==> src/rtl/if_stage_mo_if.sv <==
// inst_sram-like request/response bus between the fetch stage and instruction memory.
interface if_stage_mo_if;
  logic        inst_sram_req;
  logic        inst_sram_wr;
  logic [1:0]  inst_sram_size;
  logic [3:0]  inst_sram_wstrb;
  logic [31:0] inst_sram_addr;
  logic [31:0] inst_sram_wdata;
  logic        inst_sram_addr_ok;
  logic        inst_sram_data_ok;
  logic [31:0] inst_sram_rdata;

  modport master (
    output inst_sram_req, inst_sram_wr, inst_sram_size, inst_sram_wstrb,
           inst_sram_addr, inst_sram_wdata,
    input  inst_sram_addr_ok, inst_sram_data_ok, inst_sram_rdata
  );

  modport slave (
    input  inst_sram_req, inst_sram_wr, inst_sram_size, inst_sram_wstrb,
           inst_sram_addr, inst_sram_wdata,
    output inst_sram_addr_ok, inst_sram_data_ok, inst_sram_rdata
  );
endinterface

==> src/rtl/if_stage_mo.sv <==
// Multi-outstanding instruction fetch stage: in-flight PC FIFO, instruction queue
// ahead of decode, and a discard counter that drops responses made stale by redirects.
module if_stage_mo #(
  parameter int unsigned MAX_OUTSTANDING = 2,
  parameter int unsigned IQ_DEPTH        = 4,
  parameter logic [31:0] RESET_PC        = 32'h1c000000
) (
  input  logic          clk,
  input  logic          resetn,
  input  logic          ds_allowin,
  output logic          fs_to_ds_valid,
  output logic [31:0]   fs_inst,
  output logic [31:0]   fs_pc,
  output logic          fs_adef_ex,
  input  logic          br_stall,
  input  logic          br_taken,
  input  logic [31:0]   br_target,
  input  logic          wb_ex,
  input  logic [31:0]   ex_entry,
  input  logic          ertn_flush,
  input  logic [31:0]   ertn_entry,
  if_stage_mo_if.master inst_sram
);

  localparam int unsigned OCW = $clog2(MAX_OUTSTANDING + 1);
  localparam int unsigned DCW = $clog2(2 * MAX_OUTSTANDING + 1);
  localparam int unsigned OPW = (MAX_OUTSTANDING > 1) ? $clog2(MAX_OUTSTANDING) : 1;
  localparam int unsigned IPW = (IQ_DEPTH > 1) ? $clog2(IQ_DEPTH) : 1;
  localparam int unsigned ICW = $clog2(IQ_DEPTH + 1);
  localparam int unsigned SW  = ((ICW > OCW) ? ICW : OCW) + 1;

  typedef struct packed {
    logic        adef;
    logic [31:0] pc;
    logic [31:0] inst;
  } iq_entry_t;

  logic [31:0]    pf_pc;
  logic [31:0]    pc_fifo [MAX_OUTSTANDING];
  logic [OPW-1:0] op_wr, op_rd;
  logic [OCW-1:0] out_cnt;
  logic [DCW-1:0] discard_cnt;
  iq_entry_t      iq_mem [IQ_DEPTH];
  logic [IPW-1:0] iq_wr, iq_rd;
  logic [ICW-1:0] iq_cnt;
  logic           adef_hold;

  logic           redirect;
  logic [31:0]    target;
  logic [SW-1:0]  occ;
  logic           issue;
  logic           hs;
  logic           resp;
  logic           resp_keep;
  logic           adef_push;
  logic           iq_push;
  logic           pop;
  iq_entry_t      push_entry;
  iq_entry_t      head;
  logic [DCW-1:0] disc_redirect;

  function automatic logic [OPW-1:0] op_inc(input logic [OPW-1:0] p);
    return (32'(p) == MAX_OUTSTANDING - 1) ? '0 : p + OPW'(1);
  endfunction

  function automatic logic [IPW-1:0] iq_inc(input logic [IPW-1:0] p);
    return (32'(p) == IQ_DEPTH - 1) ? '0 : p + IPW'(1);
  endfunction

  assign redirect = wb_ex | ertn_flush | br_taken;
  assign target   = wb_ex ? ex_entry : (ertn_flush ? ertn_entry : br_target);
  assign occ      = SW'(iq_cnt) + SW'(out_cnt);

  // Issue only when every outstanding response is guaranteed an IQ slot.
  assign issue = resetn & ~redirect & ~br_stall & ~adef_hold
               & (pf_pc[1:0] == 2'b00)
               & (out_cnt < OCW'(MAX_OUTSTANDING))
               & (occ < SW'(IQ_DEPTH));
  assign hs        = issue & inst_sram.inst_sram_addr_ok;
  assign resp      = inst_sram.inst_sram_data_ok;
  assign resp_keep = resp & (discard_cnt == '0);

  assign adef_push = resetn & ~redirect & ~adef_hold
                   & (pf_pc[1:0] != 2'b00)
                   & (out_cnt == '0) & (discard_cnt == '0)
                   & (iq_cnt < ICW'(IQ_DEPTH));
  assign iq_push   = resetn & ~redirect & (resp_keep | adef_push);
  assign push_entry = adef_push ? iq_entry_t'{adef: 1'b1, pc: pf_pc, inst: 32'h0}
                                : iq_entry_t'{adef: 1'b0, pc: pc_fifo[op_rd],
                                              inst: inst_sram.inst_sram_rdata};

  assign head           = iq_mem[iq_rd];
  assign fs_to_ds_valid = (iq_cnt != '0);
  assign fs_inst        = fs_to_ds_valid ? head.inst : 32'h0;
  assign fs_pc          = fs_to_ds_valid ? head.pc   : 32'h0;
  assign fs_adef_ex     = fs_to_ds_valid & head.adef;
  assign pop            = fs_to_ds_valid & ds_allowin;

  // Every live request becomes stale on redirect; a same-cycle response retires one of them.
  assign disc_redirect = discard_cnt + DCW'(out_cnt) - DCW'(resp);

  assign inst_sram.inst_sram_req   = issue;
  assign inst_sram.inst_sram_wr    = 1'b0;
  assign inst_sram.inst_sram_size  = 2'b10;
  assign inst_sram.inst_sram_wstrb = 4'h0;
  assign inst_sram.inst_sram_addr  = pf_pc;
  assign inst_sram.inst_sram_wdata = 32'h0;

  // Control state: pointers, counters and fetch PC.
  always_ff @(posedge clk) begin
    if (!resetn) begin
      pf_pc       <= RESET_PC;
      op_wr       <= '0;
      op_rd       <= '0;
      out_cnt     <= '0;
      discard_cnt <= '0;
      iq_wr       <= '0;
      iq_rd       <= '0;
      iq_cnt      <= '0;
      adef_hold   <= 1'b0;
    end else if (redirect) begin
      pf_pc       <= target;
      op_wr       <= '0;
      op_rd       <= '0;
      out_cnt     <= '0;
      discard_cnt <= disc_redirect;
      iq_wr       <= '0;
      iq_rd       <= '0;
      iq_cnt      <= '0;
      adef_hold   <= 1'b0;
    end else begin
      if (hs) begin
        pf_pc <= pf_pc + 32'd4;
        op_wr <= op_inc(op_wr);
      end
      if (resp_keep) begin
        op_rd <= op_inc(op_rd);
      end else if (resp) begin
        discard_cnt <= discard_cnt - DCW'(1);
      end
      out_cnt <= out_cnt + OCW'(hs) - OCW'(resp_keep);
      if (iq_push) begin
        iq_wr <= iq_inc(iq_wr);
      end
      if (pop) begin
        iq_rd <= iq_inc(iq_rd);
      end
      iq_cnt <= iq_cnt + ICW'(iq_push) - ICW'(pop);
      if (adef_push) begin
        adef_hold <= 1'b1;
      end
    end
  end

  // Storage arrays carry no reset; occupancy counters qualify their contents.
  always_ff @(posedge clk) begin
    if (hs) begin
      pc_fifo[op_wr] <= pf_pc;
    end
    if (iq_push) begin
      iq_mem[iq_wr] <= push_entry;
    end
  end

endmodule

==> src/flat_wrapper.sv <==
// flat-port wrapper written by rule: the top's interface ports become plain ports
module if_stage_mo_flat 
#(
  parameter int unsigned MAX_OUTSTANDING = 2,
  parameter int unsigned IQ_DEPTH        = 4,
  parameter logic [31:0] RESET_PC        = 32'h1c000000
)
  (clk, resetn, ds_allowin, fs_to_ds_valid, fs_inst, fs_pc, fs_adef_ex, br_stall, br_taken, br_target, wb_ex, ex_entry, ertn_flush, ertn_entry, inst_sram_inst_sram_req, inst_sram_inst_sram_wr, inst_sram_inst_sram_size, inst_sram_inst_sram_wstrb, inst_sram_inst_sram_addr, inst_sram_inst_sram_wdata, inst_sram_inst_sram_addr_ok, inst_sram_inst_sram_data_ok, inst_sram_inst_sram_rdata);
  if_stage_mo_if inst_sram_i ();
  input  logic clk;
  input  logic resetn;
  input  logic ds_allowin;
  output logic fs_to_ds_valid;
  output logic [31:0] fs_inst;
  output logic [31:0] fs_pc;
  output logic fs_adef_ex;
  input  logic br_stall;
  input  logic br_taken;
  input  logic [31:0] br_target;
  input  logic wb_ex;
  input  logic [31:0] ex_entry;
  input  logic ertn_flush;
  input  logic [31:0] ertn_entry;
  output wire logic [$bits(inst_sram_i.inst_sram_req)-1:0] inst_sram_inst_sram_req;
  output wire logic [$bits(inst_sram_i.inst_sram_wr)-1:0] inst_sram_inst_sram_wr;
  output wire logic [$bits(inst_sram_i.inst_sram_size)-1:0] inst_sram_inst_sram_size;
  output wire logic [$bits(inst_sram_i.inst_sram_wstrb)-1:0] inst_sram_inst_sram_wstrb;
  output wire logic [$bits(inst_sram_i.inst_sram_addr)-1:0] inst_sram_inst_sram_addr;
  output wire logic [$bits(inst_sram_i.inst_sram_wdata)-1:0] inst_sram_inst_sram_wdata;
  input wire logic [$bits(inst_sram_i.inst_sram_addr_ok)-1:0] inst_sram_inst_sram_addr_ok;
  input wire logic [$bits(inst_sram_i.inst_sram_data_ok)-1:0] inst_sram_inst_sram_data_ok;
  input wire logic [$bits(inst_sram_i.inst_sram_rdata)-1:0] inst_sram_inst_sram_rdata;
  assign inst_sram_inst_sram_req = inst_sram_i.inst_sram_req;
  assign inst_sram_inst_sram_wr = inst_sram_i.inst_sram_wr;
  assign inst_sram_inst_sram_size = inst_sram_i.inst_sram_size;
  assign inst_sram_inst_sram_wstrb = inst_sram_i.inst_sram_wstrb;
  assign inst_sram_inst_sram_addr = inst_sram_i.inst_sram_addr;
  assign inst_sram_inst_sram_wdata = inst_sram_i.inst_sram_wdata;
  assign inst_sram_i.inst_sram_addr_ok = inst_sram_inst_sram_addr_ok;
  assign inst_sram_i.inst_sram_data_ok = inst_sram_inst_sram_data_ok;
  assign inst_sram_i.inst_sram_rdata = inst_sram_inst_sram_rdata;
  if_stage_mo #(.MAX_OUTSTANDING(MAX_OUTSTANDING), .IQ_DEPTH(IQ_DEPTH), .RESET_PC(RESET_PC)) u_core (.clk(clk), .resetn(resetn), .ds_allowin(ds_allowin), .fs_to_ds_valid(fs_to_ds_valid), .fs_inst(fs_inst), .fs_pc(fs_pc), .fs_adef_ex(fs_adef_ex), .br_stall(br_stall), .br_taken(br_taken), .br_target(br_target), .wb_ex(wb_ex), .ex_entry(ex_entry), .ertn_flush(ertn_flush), .ertn_entry(ertn_entry), .inst_sram(inst_sram_i));
endmodule
==> config.mk <==
export PLATFORM = sky130hd
export DESIGN_NAME = if_stage_mo_flat
export DESIGN_NICKNAME = d
export VERILOG_FILES = /design/src/rtl/if_stage_mo_if.sv /design/src/rtl/if_stage_mo.sv /design/src/flat_wrapper.sv
export SDC_FILE = /design/constraint.sdc
export NUM_CORES = 1
export LEC_CHECK = 0
export CORE_UTILIZATION = 45
export CTS_CLUSTER_SIZE = 10
export DETAILED_ROUTE_END_ITERATION = 10
export GPL_ROUTABILITY_DRIVEN = 0
export MAX_ROUTING_LAYER = met4
export PLACE_DENSITY = 0.67
export SLEW_MARGIN = 10
export SYNTH_ARGS = -nofsm -noshare
export SYNTH_HDL_FRONTEND = slang
export SYNTH_SLANG_ARGS = --single-unit
==> constraint.sdc <==
create_clock -name clk -period 9.7 [get_ports clk]
set_input_delay 2.425 -clock clk [delete_from_list [all_inputs] [get_ports clk]]
set_output_delay 2.425 -clock clk [all_outputs]
set_load 0.02 [all_outputs]
== Word-level counts from Yosys, hierarchy flattened ==
Memory sizes are Yosys's and may differ from the RTL's. A register that Yosys moved wholly into a read port is not among the register bits.
Cells that the tools add are included.

* Memory bits (writable): 324
* Memories: 2
* Input port bits: 137
* Word-level logic and storage cells: 84
* Register bits after elaboration: 47

{| class="wikitable"
|+ Memory list
! name !! words !! bits a word !! read ports !! clocked after memory_dff !! wr ports !! RTL line !! source
|-
| u_core.iq_mem || 4 || 65 || 1 || 1 || 1 || if_stage_mo.sv:43 || <nowiki>iq_entry_t iq_mem [IQ_DEPTH];</nowiki>
|-
| u_core.pc_fifo || 2 || 32 || 1 || 1 || 1 || if_stage_mo.sv:39 || <nowiki>logic [31:0] pc_fifo [MAX_OUTSTANDING];</nowiki>
|}

* Bitwise gates (word level): 23
* Equal/unequal tests: 3
* Mux-type cells: 22
* Magnitude comparators: 3
* Reduce and logical (&&, ||, !) cells: 9
* Add/sub/neg operators: 13

{| class="wikitable"
|+ Operators with widths
! kind !! number
|-
| $mux W32 || 6
|-
| $mux W65 || 1
|-
| $add A32 B3 Y32 const B || 1
|-
| $and A1 B1 Y1 || 16
|-
| $mux W3 || 3
|-
| $mux W1 || 8
|-
| $mux W2 || 4
|-
| $reduce_bool A2 Y1 || 3
|-
| $sub A3 B1 Y3 || 2
|-
| $add A2 B1 Y2 const B || 2
|-
| $add A3 B2 Y4 || 1
|-
| $eq A2 B2 Y1 const B || 2
|-
| $logic_not A2 Y1 || 2
|-
| $lt A4 B3 Y1 const B || 1
|-
| $not A1 Y1 || 4
|-
| $add A3 B1 Y3 || 1
|-
| $add A3 B2 Y3 || 1
|-
| $logic_not A3 Y1 || 1
|-
| $lt A3 B3 Y1 const B || 1
|-
| $or A1 B1 Y1 || 3
|-
| $reduce_bool A3 Y1 || 1
|-
| $sub A3 B1 Y3 const B || 1
|-
| $add A1 B1 Y1 const B || 2
|-
| $add A2 B1 Y2 || 1
|-
| other kinds (5) || 5
|}

== Longest topological paths before layout ==
* Depth after elaboration: 13
* Gate-level depth with buffers: 11

== Worst setup path after synthesis ==
No wires, ideal clock.

* Kind: input to register
* From: in ertn_flush
* To: mem u_core.iq_mem[0][0] (netlist name), enable pin
* Setup time: 0.496 ns
* Data arrival time: 6.574 ns
* Slack: 2.630 ns
* Cell stages on the path: 5
* Required time: 9.204 ns
* Path through: buf_4 -> or4b_4 -> nor4_4 -> a31oi_2 -> nor2b_1

* Word-level cells in the longest chain between the ends: 13

{| class="wikitable"
|+ Ends and longest elaborated chain
! item !! RTL line !! source
|-
| start, declared || flat_wrapper.sv:22 || <nowiki>input logic ertn_flush;</nowiki>
|-
| $or A1 B1 Y1 (*) (2 in series) || if_stage_mo.sv:70 || <nowiki>assign redirect = wb_ex | ertn_flush | br_taken;</nowiki>
|-
| $not A1 Y1 (*) || if_stage_mo.sv:83, if_stage_mo.sv:87 ||
|-
| $and A1 B1 Y1 (*) || if_stage_mo.sv:83, if_stage_mo.sv:87 ||
|-
| $and A1 B1 Y1 || if_stage_mo.sv:83 || <nowiki>assign adef_push = resetn & ~redirect & ~adef_hold</nowiki>
|-
| $and A1 B1 Y1 || if_stage_mo.sv:84 || <nowiki>& (pf_pc[1:0] != 2'b00)</nowiki>
|-
| $and A1 B1 Y1 (2 in series) || if_stage_mo.sv:85 || <nowiki>& (out_cnt == '0) & (discard_cnt == '0)</nowiki>
|-
| $and A1 B1 Y1 || if_stage_mo.sv:86 || <nowiki>& (iq_cnt < ICW'(IQ_DEPTH));</nowiki>
|-
| $or A1 B1 Y1 || if_stage_mo.sv:87 || <nowiki>assign iq_push = resetn & ~redirect & (resp_keep | adef_push);</nowiki>
|-
| $and A1 B1 Y1 (*) || if_stage_mo.sv:87 ||
|-
| $mux W1 (*) || if_stage_mo.sv:160 || <nowiki>if (iq_push) begin</nowiki>
|-
| $mux W1 (implied by the code) (*) || if_stage_mo.sv:161 || <nowiki>iq_mem[iq_wr] <= push_entry;</nowiki>
|-
| end, declared || if_stage_mo.sv:43 ||
|}

Mark *: on every way between the ends. The rest lies on a longest branch, timed or not.

== Final worst setup path ==
* From: in resetn
* To: out inst_sram_inst_sram_req

* Word-level cells in the longest chain between the ends: 6

{| class="wikitable"
|+ Ends and longest elaborated chain
! item !! RTL line !! source
|-
| start, declared || flat_wrapper.sv:11 || <nowiki>input logic resetn;</nowiki>
|-
| $and A1 B1 Y1 (3 in series) || if_stage_mo.sv:75 || <nowiki>assign issue = resetn & ~redirect & ~br_stall & ~adef_hold</nowiki>
|-
| $and A1 B1 Y1 || if_stage_mo.sv:76 || <nowiki>& (pf_pc[1:0] == 2'b00)</nowiki>
|-
| $and A1 B1 Y1 || if_stage_mo.sv:77 || <nowiki>& (out_cnt < OCW'(MAX_OUTSTANDING))</nowiki>
|-
| $and A1 B1 Y1 || if_stage_mo.sv:78 || <nowiki>& (occ < SW'(IQ_DEPTH));</nowiki>
|-
| end, declared || flat_wrapper.sv:24 || <nowiki>output wire logic [$bits(inst_sram_i.inst_sram_req)-1:0] inst_sram_inst_sram_req;</nowiki>
|}

No other way between the ends.

==> summary.txt <==
Run status
  • Status: finished, violations left
  • Failing checks: DRC

Floorplan
  • Die Y: 192 µm
  • Num ports: 275
  • Die extent in x: 192 µm
  • Initial Util: 45.8%
  • Core area: 35700 µm²
  • FP Rows: 69
  • Die area: 37000 µm²

Detailed routing
  • Iteration-0 DRC Markers: 631
  • Initial DRT Pass Iterations: 8
  • Post-DR vias/cell: 5.49
  • Via count: 9984
  • Final ANT Viol Nets: 0
  • DRC viols: 22
  • Avg WL per Cell: 20.6 µm
  • Routed WL: 37.5 mm

Global route
  • Initial antenna violation count: 0
  • Wire length of the first global-routing pass: 56.4 mm
  • Grt total ovfl: 0
  • Vias in the first global route: 9938
  • Tot GR Track Use: 21.0%
  • Pin count of the biggest net entering global routing: 71

Synth
  • Syn Std Cell Area: 16300 µm²
  • Count of different cell masters after synthesis: 54
  • Register bit total from synthesis: 374
  • Post-Synthesis Cells: 1112
  • Top FF cell, synth: edfxtp_1
  • Seq/Total Area, Yosys: 65.7%
  • Syn Area/Cell: 14.7 µm²
  • EDFF count, synth: 324
  • Ys async rst share: 0%
  • Warnings from Yosys: 0

Placement
  • Place WS: 2.53 ns
  • Detailed Place HPWL: 23.7 mm
  • I/O Buffers: 235
  • Cells after DPL: 1757
  • Post-DP Area: 19000 µm²

Clocking
  • Num CTS Buffers: 43
  • Worst-skew pair later-pin latency: 0.53 ns
  • Clock root buffer: clkbuf_16
  • Hold Buf Count CTS: 0
  • Cts repair resizes: 0
  • CTS tree: built
  • H-tree Lvls: 2
  • Clock tree buffer depth: 3
  • Postcts setup bufs: 0
  • Clock Sinks: 374
  • CTS clk-pin slew, worst paths: 0.05 ns

Setup path
  • Critical path, cell by cell: clkdlybuf4s50_1 -> buf_4 -> or4b_4 -> nor3_1 -> clkdlybuf4s50_1
  • Startpoint type of the worst setup path: input port
  • Worst R2R Path Depth: 8
  • Worst setup path start: resetn
  • Crit path to: inst_sram_inst_sram_req
  • Slowest CP cell: or4b_4
  • CP delay by family, top: buffers and inverters
  • Number of cells on the critical path: 5
  • Crit path kind: input port to primary output
  • RR Endpoint: u_core.iq_mem[2][58]$_DFFE_PP_
  • Critical path data required time: 7.28 ns
  • Critical Path AT: 4.77 ns
  • Max incr delay on CP: 0.65 ns
  • Flop2flop setup slack: 5.98 ns
  • Cell mode on critical path: clkdlybuf4s50_1
  • Buf+Inv Stages, Crit Path: 3
  • Crit end category: primary output
  • Maximum fanout along the worst path: 28
  • R2R Path Start: u_core.discard_cnt[0]$_SDFFE_PN0P_

Timing
  • Setup violations, final: 0
  • Setup ws final: 2.51 ns
  • Final min period: 7.19 ns
  • RSZ-0062 raised after global routing: no
  • Slew of the pin with the lowest slew margin: 1.11 ns
  • Rel. slew slack: 26.0%
  • Worst Clk Skew: 0.0173 ns
  • Final Cycle Share: 74.1%
  • F_max: 139 MHz
  • Final hold violation count: 0
  • TNS Setup: 0 ns
  • Pins Over Slew Limit: 0

Power
  • Final total power: 0.00341 W
  • Worst VDD drop: 0.111 mV
  • Pwr dens: 169 nW/µm²
  • Leak: 6.50 nW

Cells and area
  • # nets final: 1496
  • Layout area overhead: 23.4%
  • Finished Layout Cells: 1817
  • Share of layout cells above drive strength 1: 10.8%
  • Fillers: 2862
  • Final instance area: 20100 µm²
  • Ant. Diodes: 0

Worst hold path
  • WHS Path Cells: 2
  • HP Class: flop to flop

Flow run
  • Max-cap violations: 0
cell usage after synthesis (all sizes together), types with 3 or more instances:
cell | number | area [µm²]
dfxtp | 50 | 1000
and3 | 3 | 18.8
and4 | 5 | 43.8
a221o | 7 | 70.1
nand3 | 12 | 60.1
a211oi | 12 | 90.1
a21o | 4 | 30.0
nor4 | 4 | 40.0
nor2b | 42 | 263
and2 | 71 | 444
buf | 59 | 403
clkbuf | 47 | 176
edfxtp | 324 | 9730
nand2 | 72 | 270
o21a | 5 | 37.5
mux4 | 65 | 1460
nand4 | 17 | 106
a221oi | 5 | 43.8
inv | 25 | 93.8
nor3 | 18 | 90.1
ha | 16 | 200
o211ai | 4 | 30.0
a22oi | 8 | 60.1
nand2b | 3 | 18.8
mux2i | 38 | 380
nor2 | 34 | 128
o22ai | 10 | 62.6
nand3b | 5 | 37.5
o21ai | 68 | 340
xor2 | 7 | 61.3
or3 | 5 | 31.3
a31oi | 11 | 75.1
o221a | 4 | 45.0
a21oi | 27 | 135
xnor2 | 8 | 70.1
through the flow:
stage	hold slack, ns	util [%]
2_1_floorplan	0.453	-
3_3_place_gp	0.469	53.3
3_5_place_dp	0.484	53.3
4_1_cts	0.495	56.5
5_1_grt	0.542	56.5
6_report	0.488	56.5
kinds of logic (layout without fill, tap and decap cells):
family / count (synthesis) / count (layout) / synth area share, %
buffers and inverters: 132 / 339 / 4.15
xor gates and xnor gates: 15 / 15 / 0.805
DFF: 374 / 374 / 65.7
muxes: 103 / 103 / 11.3
other: 2 / 39 / 0.0460
adders and majority gates: 18 / 18 / 1.47
and+or+nand+nor: 298 / 298 / 9.98
AOI/OAI and AO/OA: 170 / 170 / 6.52
worst reg2reg max path, stage by stage (launching register included):
cell     delay [ns]
dfxtp_1        0.31
inv_1          0.11
ha_1           0.19
or3b_2         0.50
nor4_4         0.14
buf_4          0.37
a31oi_2        0.24
nor2b_4        0.82
buf_4          0.66
cell usage in the layout (no fill, tap or decap), types with 5 or more instances in the layout:
cell | Yosys | routed
nand3_1 | 12 | 12
mux4_2 | 65 | 65
o21ai_0 | 68 | 68
a221oi_1 | 5 | 5
ha_1 | 16 | 16
a21oi_1 | 27 | 27
nand2_1 | 72 | 72
and4_1 | 5 | 5
a22oi_1 | 8 | 8
xor2_1 | 7 | 7
nor3_1 | 18 | 17
xnor2_1 | 8 | 8
mux2i_1 | 38 | 38
a211oi_1 | 12 | 12
o22ai_1 | 10 | 10
dfxtp_1 | 50 | 47
and2_1 | 71 | 71
a221o_1 | 7 | 7
nand3b_1 | 5 | 5
a31oi_1 | 10 | 10
clkbuf_1 | 47 | 14
clkbuf_16 | 0 | 43
conb_1 | 2 | 39
nand4_1 | 17 | 17
buf_4 | 43 | 18
nor2_1 | 34 | 33
inv_1 | 25 | 25
nor2b_1 | 42 | 38
o21a_1 | 5 | 5
clkdlybuf4s50_1 | 0 | 235
edfxtp_1 | 324 | 324
power by group:
part | leakage (nW) | internal [W] | total (W) | switching [W]
registers | 3.32 | 0.00177 | 0.00180 | 0.0000346
clock network | 0.554 | 0.000799 | 0.00136 | 0.000563
logic | 2.63 | 0.000118 | 0.000242 | 0.000123
total | 6.50 | 0.00269 | 0.00341 | 0.000721
sequential cells by signal, summed over array words and instances, names as in the netlist, named ones only:
| signal | cells |
|---|---|
| u_core.discard_cnt | 3 |
| u_core.pc_fifo | 64 |
| u_core.op_wr | 1 |
| u_core.iq_rd | 2 |
| u_core.iq_cnt | 3 |
| u_core.iq_mem | 260 |
| u_core.inst_sram.inst_sram_addr | 32 |
| u_core.out_cnt | 2 |
| u_core.adef_hold | 1 |
| u_core.op_rd | 1 |
| u_core.iq_wr | 2 |
layout make-up:
cell class	count	area, µm²	area share [%]
Timing Repair Buffer	253	2490	12.3
Tap cell	461	577	2.86
Multi-Input combinational cell	643	5100	25.3
Clock buffer	57	1130	5.60
Sequential cell	374	10700	53.3
Inverter	26	97.6	0.484
Clock inverter	3	16.3	0.0807
worst min path at each step:
stage,from,end,slack (ns)
3_3_place_gp,u_core.adef_hold$_SDFFE_PP0P_,u_core.adef_hold$_SDFFE_PP0P_,0.47
2_1_floorplan,u_core.adef_hold$_SDFFE_PP0P_,u_core.adef_hold$_SDFFE_PP0P_,0.45
6_report,u_core.iq_rd[1]$_SDFFE_PP0P_,flop,0.49
5_1_grt,u_core.iq_wr[0]$_SDFFE_PP0P_,u_core.iq_wr[0]$_SDFFE_PP0P_,0.54
4_1_cts,u_core.iq_rd[1]$_SDFFE_PP0P_,flop,0.49
3_5_place_dp,u_core.iq_rd[1]$_SDFFE_PP0P_,flop,0.48
layer usage:
layer	routed length [µm]	up-vias	global-route usage [%]
met2	18600	391	35.5
met4	1010	0	6.39
met5	0	-	-
met1	15300	4909	25.7
met3	2500	71	3.71
li1	-	4613	-
Note: power is estimated with default switching activity, not from simulation.
